<file path="src/rtl/mips_register_file.sv">
// rtl/mips_register_file.sv - 32-entry MIPS register file, two combinational reads, one synchronous write
// Optional write-first forwarding on the read ports when REG_FILE_BYPASS_EN is defined.
module mips_register_file #(
  parameter int N = 32
) (
  input  logic         clk,
  input  logic         reset,
  input  logic         Reg_Write_i,
  input  logic [4:0]   Write_Register_i,
  input  logic [4:0]   Read_Register_1_i,
  input  logic [4:0]   Read_Register_2_i,
  input  logic [N-1:0] Write_Data_i,
  output logic [N-1:0] Read_Data_1_o,
  output logic [N-1:0] Read_Data_2_o
);

  // r0 has no storage; reads of address 0 are forced to zero below.
  logic [N-1:0] regs [1:31];
  logic         write_en;

  assign write_en = Reg_Write_i && (Write_Register_i != 5'd0);

  always_ff @(posedge clk or negedge reset) begin
    if (!reset) begin
      for (int i = 1; i < 32; i++) begin
        regs[i] <= '0;
      end
    end else if (write_en) begin
      regs[Write_Register_i] <= Write_Data_i;
    end
  end

  logic [N-1:0] stored_1;
  logic [N-1:0] stored_2;

  always_comb begin
    stored_1 = '0;
    stored_2 = '0;
    if (Read_Register_1_i != 5'd0) begin
      stored_1 = regs[Read_Register_1_i];
    end
    if (Read_Register_2_i != 5'd0) begin
      stored_2 = regs[Read_Register_2_i];
    end
  end

`ifdef REG_FILE_BYPASS_EN
  logic fwd_1;
  logic fwd_2;

  // Forwarding is gated by reset so an asserted reset still reads all zeros.
  assign fwd_1 = reset && write_en && (Read_Register_1_i == Write_Register_i);
  assign fwd_2 = reset && write_en && (Read_Register_2_i == Write_Register_i);

  always_comb begin
    Read_Data_1_o = fwd_1 ? Write_Data_i : stored_1;
    Read_Data_2_o = fwd_2 ? Write_Data_i : stored_2;
  end
`else
  always_comb begin
    Read_Data_1_o = stored_1;
    Read_Data_2_o = stored_2;
  end
`endif

endmodule

</file>
<file path="config.mk">
export PLATFORM = sky130hd
export DESIGN_NAME = mips_register_file
export DESIGN_NICKNAME = d
export VERILOG_FILES = /design/src/rtl/mips_register_file.sv
export SDC_FILE = /design/constraint.sdc
export NUM_CORES = 2
export LEC_CHECK = 0
export BUFFER_PORTS_ARGS = -buffer_cell sky130_fd_sc_hd__buf_2
export CAP_MARGIN = 10
export CORE_MARGIN = 1.5
export CORE_UTILIZATION = 55
export CTS_BUF_LIST = sky130_fd_sc_hd__clkbuf_8
export CTS_CLUSTER_SIZE = 40
export DETAILED_ROUTE_END_ITERATION = 8
export MAX_ROUTING_LAYER = met4
export PLACE_DENSITY = 0.71
export REMOVE_ABC_BUFFERS = 1
export SYNTH_ARGS = -nofsm -noshare
export SYNTH_HDL_FRONTEND = slang
export SYNTH_SLANG_ARGS = --single-unit
</file>
<file path="constraint.sdc">
create_clock -name clk -period 4.9 [get_ports clk]
set_clock_uncertainty 0.2 [all_clocks]
set_input_delay 0.49 -clock clk [delete_from_list [all_inputs] [get_ports clk]]
set_output_delay 0.49 -clock clk [all_outputs]
set_load 0.05 [all_outputs]
</file>
==> run metrics <==
Hold Path Class=in -> reg; Port Buf Inserts=113; Cells after DPL=5,129; Seq pwr share=0.471; power per standard cell area=approximately 400 nW/µm²; yosys warns=0; Final Hold Fails=0; Layout Cells excl Fill=~5,400; Num CTS Buffers=170; maximum vdd drop=0.3348 mV; Cell Chain, Critical Path=buf_4 > and2b_2 > buf_4 > a22oi_1 > o2111a_1 > nor4b_1 > buf_2; Max clock buf depth=3; # IOs=about 110; DRC viols=0; final WL=160,900 µm; Switching Fraction=0.3027; CTS H-tree lvls=4; RSZ-0062 raised after global routing=no; Area Overhead vs Synth=9.382%; slew margin rel.=0.1708; Clock Power Share=0.316; Setup crit end kind=output pin; Crit path top cell by count=buf_4; Setup crit start kind=primary input; Post-Syn Area per Cell=about 13 µm²; Die Y-Extent=314.6 µm; crit-path max FO=34; Core Region=slightly below 100,000 µm²; status=finished clean; sequential share of the synthesized area=0.4650; clock root cell=clkbuf_8; Reg clk slew, reported paths=60 ps; power share of the combinational group=0.213; count leader, synth=mux2_2; cell area after synthesis=53,380 µm²; vias in the first global route=36,807; via count=36,955; Req. time, crit path=4210 ps; CTS tree=built; post-CTS sizing=0; fin crit share=0.8306; Async SR Flop Fraction=1.000; CTS Sinks=992; antenna viol nets, final=0; CP max-delay cell=and2b_2; sum of negative setup slack=0 ps; Power Internal=16,290 µW; Util after Layout=0.6056; Post-Syn Instances=4,066; Largest Register=regs; Largest regs=regs x992; Nets=slightly above 4,000; Worst-Margin Slew=1241 ps; GRT Overall Usage=0.3339; Initial Util=0.5537; Top FF cell, synth=dfrtp_1; Synth area leader=dfrtp_1; top cell type's share of synthesized area=0.4650; First-pass DRT Iterations=5; leak pwr=0.02664 µW; max reg flops=992; largest net degree at the start of global routing=around 150; EDFF count, synth=0; CP peak stage delay=roughly 660 ps; vias per inst=roughly 6.8; switching pwr=7072 µW; WS Path Type=in -> out; initial antenna violation count=11; top post-synthesis cells by area=dfrtp_1, mux2_2, mux2i_1, mux4_2, o22ai_1; area post-placement=54,970 µm²; Placer Congestion=0.8768; total gr overflow=0; Die Width=about 310 µm; Post-synth top cells=mux2_2, dfrtp_1, mux2i_1; Die Footprint=approximately 100,000 µm²; Yosys reg bits=between 900 and 1,000; Max Clk Rate=between 200 and 250 MHz; CP arrival=3380 ps; setup violators final=0; Final HPWL DP=95,340 µm; hold slack=59.93 ps; Slew Viols, Final=0; later-pin clock latency in the skew report=860 ps; global-route wire length before repair=239,400 µm; minimum clock period=4070 ps; Max-Cap Viols=0; # rows=about 110; share of cells above drive strength 1=0.4037; library cells used by synthesis=41; Routed wire per std cell=roughly 30 µm; final instance area=approximately 58,000 µm²; drt initial violations=about 3,800
worst max-delay path, delay by kind of cell:
| kind | cells | cell delay, ps |
|---|---|---|
| buffers and inverters | 3 | 1210 |
| AO/OA/AOI/OAI | 2 | 390 |
| AND/OR/NAND/NOR | 2 | 1230 |
metal layers:
layer	GRT usage	share of wire	vias to the layer above
met4	0.1345	0.040	0
met5	-	0	-
met3	0.07121	0.080	401
met2	0.4964	0.46	1658
li1	-	-	15467
met1	0.4470	0.42	19429
power by group through the flow:
stage	logic [µW]	registers (µW)	clock network [µW]
floorplan	3590	10700	0
global placement	4840	11000	0
detailed placement	4940	11100	0
CTS	4970	11000	7460
global route	5330	11200	7840
finish	4970	11000	7380
cell families (layout without fill, tap and decap cells):
group | count (synthesis) | count (layout) | share of synthesized area
AOI/OAI and AO/OA | 510 | 510 | 0.06579
DFF | 992 | 992 | 0.4650
other | 0 | 9 | 0
buffers and inverters | 435 | 531 | 0.03923
muxes | 1825 | 1825 | 0.3984
and+or+nand+nor | 304 | 304 | 0.03155
layout make-up:
type	instances	area [µm²]
diodes	9	22.52
clock buffers	204	2808
clock inverters	98	524.3
fillers	7599	38030
multi-input cells	2639	26710
flip-flops and latches	992	24820
well taps	1276	1597
repair buffers	229	1906
layout by cell type (no fill, tap or decap), types with 4 or more instances in the layout:
cell              n
dlygate4sd3_1     7
nor2_4           12
clkbuf_8        204
inv_1            71
mux2_1           79
nor4_1           29
o22ai_1         287
or3_1            31
dfrtp_1         992
a22oi_1          64
buf_12           32
inv_6             5
mux2i_1         577
a221oi_1         31
mux4_2          128
nand2b_4          4
buf_4            79
buf_2           106
a221o_1          32
clkinv_8          4
nor3_1          131
nor2b_1          37
buf_8             4
nor2b_4           4
mux2_2         1041
diode_2           9
a21oi_1          32
nand2_2          15
a211oi_1         63
clkinvlp_4        4
clkinv_2         10
worst paths after layout:
check | endpoint | from | cells past startpoint | slack, ps
max | Read_Data_1_o[31] | Read_Register_1_i[1] | 7 | 830
min | regs[456]$_DFFE_PN0P_ | Write_Data_i[8] | 2 | 60
max reg2reg | regs[795]$_DFFE_PN0P_ | regs[795]$_DFFE_PN0P_ | 1 | 3880
min reg2reg | regs[167]$_DFFE_PN0P_ | regs[167]$_DFFE_PN0P_ | 1 | 310
max in group asynchronous | regs[213]$_DFFE_PN0P_ | reset | 4 | 2550
min in group asynchronous | regs[277]$_DFFE_PN0P_ | reset | 3 | 520
timing repair:
action                     in CTS  in global routing
setup endpoints to repair       0                  0
hold endpoints to repair      336                  0
buffers inserted                0                  0
hold buffers                    7                  0
stage by stage:
| stage | setup WS (ps) | total power, µW |
|---|---|---|
| after global routing | 762.1 | 24370 |
| after CTS | 927.6 | 23380 |
| after detailed placement | 904.2 | 16040 |
| final | 830.3 | 23360 |
| after floorplan | 669.1 | 14310 |
| after global placement | 954.6 | 15830 |
(Power assumes the default switching activity.)
